--- config.mk ---
export PLATFORM = sky130hd
export DESIGN_NAME = cordic_result_buffer
export DESIGN_NICKNAME = d
export VERILOG_FILES = /design/src/rtl/cordic_result_buffer_pkg.sv /design/src/rtl/cordic_result_mem.sv /design/src/rtl/cordic_result_buffer.sv
export SDC_FILE = /design/constraint.sdc
export NUM_CORES = 1
export LEC_CHECK = 0
export ABC_AREA = 1
export CAP_MARGIN = 20
export CORE_MARGIN = 2
export CORE_UTILIZATION = 40
export CTS_BUF_LIST = sky130_fd_sc_hd__clkbuf_4 sky130_fd_sc_hd__clkbuf_8
export DETAILED_ROUTE_END_ITERATION = 7
export GPL_ROUTABILITY_DRIVEN = 0
export GPL_TIMING_DRIVEN = 0
export PLACE_DENSITY = 0.57
export SLEW_MARGIN = 10
export SYNTH_ARGS = -nofsm -noshare
export SYNTH_HDL_FRONTEND = slang
export SYNTH_HIERARCHICAL = 1
export SYNTH_SLANG_ARGS = --single-unit
--- constraint.sdc ---
create_clock -name clk -period 3.32 [get_ports clk]
set_input_delay 0.664 -clock clk [delete_from_list [all_inputs] [get_ports clk]]
set_output_delay 0.664 -clock clk [all_outputs]
set_load 0.01 [all_outputs]
--- src/rtl/cordic_result_buffer_pkg.sv ---
// cordic_result_buffer_pkg: shared CORDIC types, default sample width and level sizing
package cordic_result_buffer_pkg;

   localparam int CORDIC_DATA_WIDTH = 16;

   typedef enum logic [1:0] {
      EMPTY  = 2'd0,
      ACTIVE = 2'd1,
      FULL   = 2'd2
   } state_e;

   function automatic int level_width(input int depth);
      return $clog2(depth) + 1;
   endfunction

endpackage

--- src/rtl/cordic_result_mem.sv ---
// cordic_result_mem: DEPTH x W register array, one synchronous write port, one combinational read port
module cordic_result_mem #(
   parameter int DEPTH = 32,
   parameter int W     = 32
) (
   input  logic                     clk,
   input  logic                     we_i,
   input  logic [$clog2(DEPTH)-1:0] waddr_i,
   input  logic [W-1:0]             wdata_i,
   input  logic [$clog2(DEPTH)-1:0] raddr_i,
   output logic [W-1:0]             rdata_o
);

   logic [W-1:0] mem_q [DEPTH];

   // storage is deliberately not reset; validity is tracked by the pointers in the parent
   always_ff @(posedge clk) begin
      if (we_i) mem_q[waddr_i] <= wdata_i;
   end

   assign rdata_o = mem_q[raddr_i];

endmodule

--- src/rtl/cordic_result_buffer.sv ---
// cordic_result_buffer: FWFT FIFO for CORDIC sine/cosine pairs with registered head, almost_full and sticky overflow
module cordic_result_buffer
   import cordic_result_buffer_pkg::*;
#(
   parameter int DATA_WIDTH = CORDIC_DATA_WIDTH,
   parameter int DEPTH      = 32,
   parameter int AF_LEVEL   = 12
) (
   input  logic                              clk,
   input  logic                              arst_n,
   input  logic                              valid_in,
   input  logic [DATA_WIDTH-1:0]             sine_in,
   input  logic [DATA_WIDTH-1:0]             cosine_in,
   input  logic                              ready_in,
   output logic                              valid_out,
   output logic [DATA_WIDTH-1:0]             sine_out,
   output logic [DATA_WIDTH-1:0]             cosine_out,
   output logic                              almost_full,
   output logic                              overflow,
   input  logic                              clear_ovf,
   output logic [level_width(DEPTH)-1:0]     level
);

   localparam int AW = $clog2(DEPTH);
   localparam int LW = level_width(DEPTH);
   localparam int W  = 2 * DATA_WIDTH;

   state_e        state_q, state_d;
   logic [LW-1:0] level_q, level_d;
   logic [AW-1:0] rd_ptr_q, rd_ptr_d, wr_ptr_q, wr_ptr_d;
   logic [W-1:0]  out_q, out_d, mem_rdata;
   logic          af_q, af_d, ovf_q, ovf_d;
   logic          full, push, pop, drop, load_out, mem_empty, mem_we;

   // datapath: the output register holds the head, the array holds everything behind it
   always_comb begin
      full      = level_q == LW'(DEPTH);
      pop       = (state_q != EMPTY) && ready_in;
      push      = valid_in && (!full || pop);
      drop      = valid_in && full && !pop;
      load_out  = pop || (state_q == EMPTY);
      mem_empty = level_q < LW'(2);
      mem_we    = push && !(load_out && mem_empty);
      wr_ptr_d  = mem_we ? wr_ptr_q + AW'(1) : wr_ptr_q;
      rd_ptr_d  = (load_out && !mem_empty) ? rd_ptr_q + AW'(1) : rd_ptr_q;
      out_d     = !load_out ? out_q : !mem_empty ? mem_rdata : push ? {sine_in, cosine_in} : out_q;
      level_d   = level_q + LW'(push) - LW'(pop);
      af_d      = (LW'(DEPTH) - level_d) <= LW'(AF_LEVEL);
      ovf_d     = drop || (ovf_q && !clear_ovf);
   end

   // control FSM: EMPTY means no head, FULL means level reached DEPTH
   always_comb begin
      state_d = state_q;
      case (state_q)
         EMPTY:   state_d = push ? ACTIVE : EMPTY;
         ACTIVE:  begin
            if (pop && !push && level_q == LW'(1)) state_d = EMPTY;
            else if (push && !pop && level_q == LW'(DEPTH - 1)) state_d = FULL;
         end
         FULL:    state_d = (pop && !push) ? ACTIVE : FULL;
         default: state_d = EMPTY;
      endcase
   end

   // all control and output state clears asynchronously so reset discards every entry
   always_ff @(posedge clk or negedge arst_n) begin
      if (!arst_n) begin
         state_q  <= EMPTY;
         level_q  <= '0;
         rd_ptr_q <= '0;
         wr_ptr_q <= '0;
         out_q    <= '0;
         af_q     <= 1'b0;
         ovf_q    <= 1'b0;
      end else begin
         state_q  <= state_d;
         level_q  <= level_d;
         rd_ptr_q <= rd_ptr_d;
         wr_ptr_q <= wr_ptr_d;
         out_q    <= out_d;
         af_q     <= af_d;
         ovf_q    <= ovf_d;
      end
   end

   cordic_result_mem #(.DEPTH(DEPTH), .W(W)) u_mem (
      .clk     (clk),
      .we_i    (mem_we),
      .waddr_i (wr_ptr_q),
      .wdata_i ({sine_in, cosine_in}),
      .raddr_i (rd_ptr_q),
      .rdata_o (mem_rdata)
   );

   assign valid_out               = state_q != EMPTY;
   assign {sine_out, cosine_out}  = out_q;
   assign level                   = level_q;
   assign almost_full             = af_q;
   assign overflow                = ovf_q;

endmodule
==> reports/metrics.yaml, run 1 <==
seq_area_frac_synth: 0.717
rsz0062_at_grt: "yes"
critical_path.top_delay_family: "simple AND/OR/NAND/NOR gates"
crit_fanout: 14
syn-cell-area_sq_um: 44700
pwr_density_cell_nw_per_um2: 916
cts_root_buffer: "clkbuf_8"
syn_inst: 3895
timing.fmax_mhz: 304
dr.max_layer_used: "met4"
postRouteAntennaNets: 0
drt_pass1_iterations: 6
grt_antenna_before_repair: 7
power.leakage_nw: 20.1
finish.utilization: 0.476
rows: 122
io_pins: 78
grt_pass1_wl_um: 207000
critPathArrivalTime_ns: 3.84
coreArea_sq_um: 111000
final_area_sq_um: 52800
finalNetCount: 4306
finalHoldViolCount: 0
critPathMaxStageDelay_ns: 0.42
synthSimpleGateAreaFrac: 0.237
htreeDepth: 4
numCtsBuffers: 175
irDropWorstVdd_uv: 666
outcome: "finished, final reports clean"
cts_buffer_depth: 3
fin_cells: 5882
grt_max_degree: 34
dp.cells: 5502
vias: 31600
wl_met2_um: 67800
wl_met1_um: 59100
cp_num_buf_inv: 5
areaGrowthSynthToFinish_pct: 18.0
grt_util_all_layers: 0.251
grt_pass1_vias: 29700
layout-drive-gt1-share: 0.153
wl_met3_um: 13200
cts_tree: "yes"
ys_ff_latch: 1076
worstPathRequired_ns: 3.86
ys_types: 33
portBuffers: 77
synth-compound-area-share: 0.000755
synth_xor_area_frac: 0.00137
setup_viol: 0
synth_top_family_by_area: "simple AND/OR/NAND/NOR gates"
drv_slew: 0
cp-start-kind: "register"
place_area_sq_um: 48400
via_per_inst: 5.37
hpwl_um: 95100
die_h_um: 338
die_w_um: 338
maxCapViolCount: 0
clkTransAtPathRegs_ns: 0.07
fin_crit_ns: 3.29
hold_path.class: "primary input to register"
clock-sinks: 1076
post_drt_wl_per_cell_um: 24.8
initial_core_util: 0.404
die_area_sq_um: 115000
holdWs_ns: 0.186
endpoint_kind: "register"
synth_fa_ha_area_frac: 0.00436
syn_nets: 3947
dr.first_iter.drc_count: 3500
drc: 0
worst_slew_pin_slew_ns: 1.04
clock_latency_ns: 0.87
cp_slowest_cell: "dfrtp_1"
path_cells: "inv_1, ha_1, nand2_1, nand3_2, inv_2, nand2_1, nand2_2, inv_2, nand3_4, nor2_4, buf_16, buf_16"
ys_warn_count: 6
grt_overflow_total: 0
avgSynthCellArea_sq_um: 11.5
criticalPathCategory: "register to register"
wl_um: 146000
synthMuxAreaShare: 0.000252
skew_ns: 0.0488
fin_crit_sh: 0.992
slew_headroom: 0.308
[cell usage in the layout (no fill, tap or decap), drive strengths merged, types with 2 or more instances in the layout]
cell,n
xor2,2
clkinvlp,6
a21oi,2
diode,7
ha,14
nand2,1641
bufinv,5
buf,345
clkbuf,272
clkinv,45
xnor2,5
nand4,2
edfxtp,1024
o21ai,2
dfrtp,52
clkdlybuf4s50,44
nand3,830
nand3b,2
inv,43
nor2,45
[layer usage]
metal | up-vias | global-route usage
li1 | 14200 | -
met1 | 15600 | 0.336
met2 | 1556 | 0.400
met3 | 281 | 0.0490
met4 | 0 | 0.111
met5 | - | 0
[power by group]
group | switching (mW) | leakage (nW) | total (mW) | internal [mW]
sequential | 0.452 | 9.86 | 16.4 | 15.9
combinational | 14.5 | 8.40 | 20.4 | 5.90
clock | 5.32 | 1.85 | 11.6 | 6.27
total | 20.3 | 20.1 | 48.4 | 28.1
[synthesized netlist by cell type, drive strengths merged]
library cell,instances,share of area
nand2,1641,0.14
edfxtp,1024,0.69
nand3,830,0.093
buf,209,0.035
dfrtp,52,0.029
nor2,44,0.0038
inv,37,0.0033
clkbuf,24,0.0020
ha,14,0.0039
xnor2,5,0.00098
a21oi,2,0.00031
nand3b,2,0.00034
nand4,2,0.00028
o21ai,2,0.00031
xor2,2,0.00039
fa,1,0.00045
mux2,1,0.00025
nor3,1,0.00036
o22ai,1,0.00014
or2,1,0.00014
[through the flow]
step | TNS, ns | power [mW] | setup WS (ns)
after floorplan | -12.49 | 28.1 | -0.0170
after global placement | -2494.52 | 36.0 | -2.70
after detailed placement | -729.84 | 36.3 | -0.966
after CTS | 0 | 48.1 | 0.0928
after global routing | -0.0850 | 50.6 | -0.0178
final | 0 | 48.4 | 0.0273
[final timing paths]
kind                              from                   to  slack [ns]  depth (start not counted)
max                           level[3]  u_mem/mem_q[30][13]        0.03                         12
min                        sine_in[12]   u_mem/mem_q[2][28]        0.19                          1
max reg2reg                   level[3]  u_mem/mem_q[30][13]        0.03                         12
min reg2reg                rd_ptr_q[4]          rd_ptr_q[4]        0.48                          1
max in group asynchronous       arst_n             out_q[0]        2.49                          3
min in group asynchronous       arst_n           state_q[0]        0.27                          2
[state kept, by name, indices dropped and copies added, names as in the netlist]
name,count
u_mem/mem_q,1024
overflow,1
out_q,32
level,6
wr_ptr_q,5
state_q,2
almost_full,1
rd_ptr_q,5
[layout make-up]
| cell class | instances | area, sq um |
|---|---|---|
| sequential | 1076 | 32100 |
| fill | 10100 | 58000 |
| tap | 1488 | 1860 |
| inverter | 37 | 146 |
| clock inverter | 62 | 449 |
| timing repair buffer | 181 | 2400 |
| multi-input combinational | 2550 | 11200 |
| buffer | 233 | 1650 |
| clock buffer | 248 | 3030 |
| antenna | 7 | 17.5 |
[timing repair]
action                                  CTS  global route
endpoints found under the hold margin    20             0
setup endpoints to repair              1005            87
cloned                                    1             0
resized for setup                         6             3
setup buffers                            61             0
pin swaps                                31             0
hold buffers                              1             0
[cells by family (layout without fill, tap and decap cells)]
| kind of cell | after synthesis | after routing |
|---|---|---|
| buffers and inverters | 270 | 761 |
| multiplexers | 1 | 1 |
| flip-flops | 1076 | 1076 |
| adder cells (fa/ha/maj) | 15 | 15 |
| AND/OR/NAND/NOR | 2521 | 2522 |
| XOR/XNOR | 7 | 7 |
| AO/OA/AOI/OAI | 5 | 5 |
| other | 0 | 7 |
Note: power is estimated with default switching activity, not from simulation.
==> inputs of run 2 (changes only) <==
Settings changed: SETUP_SLACK_MARGIN set to 0.02.
==> run 2 against run 1 <==
Compared with the run above: routed wire length shrank 0.15%; worst hold slack worse by 0.0022 ns; sequential share of layout area about the same.
==> reports/metrics.yaml, run 2 (synthesis results as in run 1) <==
largest_reg_flops: 1024
outcome: "finished, final reports clean"
finish.utilization: 0.477
clock-sinks: 1076
setup_ws_ns: 0.0272
finalNetCount: 4310
dp.cells: 5502
grt_max_degree: 34
final_area_sq_um: 52800
rsz0062_at_grt: "yes"
cp-endpoint: "u_mem/mem_q[21][21]"
clkTransAtPathRegs_ns: 0.07
fin_cells: 5888
via_per_inst: 5.36
worstSetupStartpoint: "level[3]"
internal_power_mw: 28.1
cts_tree: "yes"
grt_util_all_layers: 0.251
finalHoldViolCount: 0
final_common_cell: "nand2_1"
skew_ns: 0.0499
postRouteAntennaNets: 0
die_w_um: 338
die_h_um: 338
sequentialPowerShare: 0.338
slew_headroom: 0.326
cts_buffer_depth: 3
io_pins: 78
regMostFlops: "u_mem/mem_q"
rows: 122
htreeDepth: 4
numCtsBuffers: 175
endpoint_kind: "register"
drc: 0
p_clk_frac: 0.240
criticalPathCategory: "register to register"
areaGrowthSynthToFinish_pct: 18.1
timing.fmax_mhz: 304
layout_common_cells: "nand2_1 (1635), edfxtp_1 (1024), nand3_1 (824)"
grt_overflow_total: 0
dr.first_iter.drc_count: 3454
tns_ns: 0
place_area_sq_um: 48400
rr_endpoint: "u_mem/mem_q[21][21]"
holdWs_ns: 0.184
drv_slew: 0
p_switching_mw: 20.2
hold_path.class: "primary input to register"
die_area_sq_um: 115000
wl_um: 146000
power.leakage_nw: 20.1
irDropWorstVdd_uv: 666
grt_antenna_before_repair: 7
pre_cts_slack_ns: -0.966
crit_fanout: 20
cp-start-kind: "register"
fin_crit_ns: 3.29
fin_crit_sh: 0.992
cts_root_buffer: "clkbuf_8"
worstRegToRegCells: 12
grt_pass1_wl_um: 207000
worstPathRequired_ns: 3.87
switching_share: 0.419
layout-drive-gt1-share: 0.154
coreArea_sq_um: 111000
hpwl_um: 95100
min_from: "sine_in[12]"
initial_core_util: 0.404
pwr_density_cell_nw_per_um2: 915
drt_pass1_iterations: 6
setup_viol: 0
total_power_mw: 48.3
p_comb_frac: 0.422
worst_slew_pin_slew_ns: 1.01
hold_depth: 1
maxCapViolCount: 0
clock_latency_ns: 0.87
reg2reg_slack_ns: 0.03
post_drt_wl_per_cell_um: 24.8
vias: 31600
r2r-start: "level[3]"
grt_pass1_vias: 29800
critPathArrivalTime_ns: 3.84
portBuffers: 77
-- run 2: cell count changes in the layout (fill, tap and decap cells not counted), sizes merged --
| cell | delta |
|---|---|
| diode | +2 |
| buf | +4 |
-- run 2: layout make-up --
| cell class | count | area, sq um |
|---|---|---|
| Buffer | 233 | 1650 |
| Clock buffer | 248 | 3030 |
| Antenna cell | 9 | 22.5 |
| Inverter | 37 | 146 |
| Fill cell | 10100 | 58000 |
| Timing Repair Buffer | 185 | 2430 |
| Sequential cell | 1076 | 32100 |
| Multi-Input combinational cell | 2550 | 11200 |
| Clock inverter | 62 | 449 |
| Tap cell | 1488 | 1860 |
-- run 2: how the worst min path moves through the flow --
stage                          to  slack (ns)
6_report       u_mem/mem_q[2][28]        0.18
5_1_grt        u_mem/mem_q[2][28]        0.16
4_1_cts        u_mem/mem_q[1][28]        0.13
3_5_place_dp          rd_ptr_q[4]        0.46
3_3_place_gp          rd_ptr_q[4]        0.46
2_1_floorplan         almost_full        0.37
-- run 2: metal layers --
layer | GRT usage | up-vias | wire length, um
li1 | - | 14200 | -
met1 | 0.336 | 15600 | 59700
met2 | 0.399 | 1449 | 67400
met3 | 0.0472 | 298 | 12400
met4 | 0.113 | 0 | 6330
met5 | 0 | - | 0
-- run 2: critical path, stage by stage, from the launching register on --
cell and delay [ns]:
dfrtp_1 0.42, inv_1 0.11, ha_1 0.17, nand2_1 0.06, nand3_2 0.34, inv_2 0.22, nand2_1 0.16, nand2_2 0.14
inv_2 0.22, nand3_2 0.44, nor2_4 0.28, buf_12 0.22, buf_16 0.19
-- run 2: timing repair --
action                                 in CTS  in global routing
setup endpoints to repair                1005                148
endpoints found under the hold margin      20                  0
hold buffers                                1                  0
gates cloned                                1                  0
buffers inserted                           64                  1
pin swaps                                  30                  1
gates resized for setup                     5                  2
-- run 2: power groups by stage --
| stage | logic, mW | registers, mW | clock network, mW |
|---|---|---|---|
| 2_1_floorplan | 11.4 | 16.6 | 0 |
| 3_3_place_gp | 19.3 | 16.7 | 0 |
| 3_5_place_dp | 19.7 | 16.6 | 0 |
| 4_1_cts | 20.0 | 16.3 | 11.7 |
| 5_1_grt | 21.8 | 16.4 | 12.3 |
| 6_report | 20.4 | 16.3 | 11.6 |
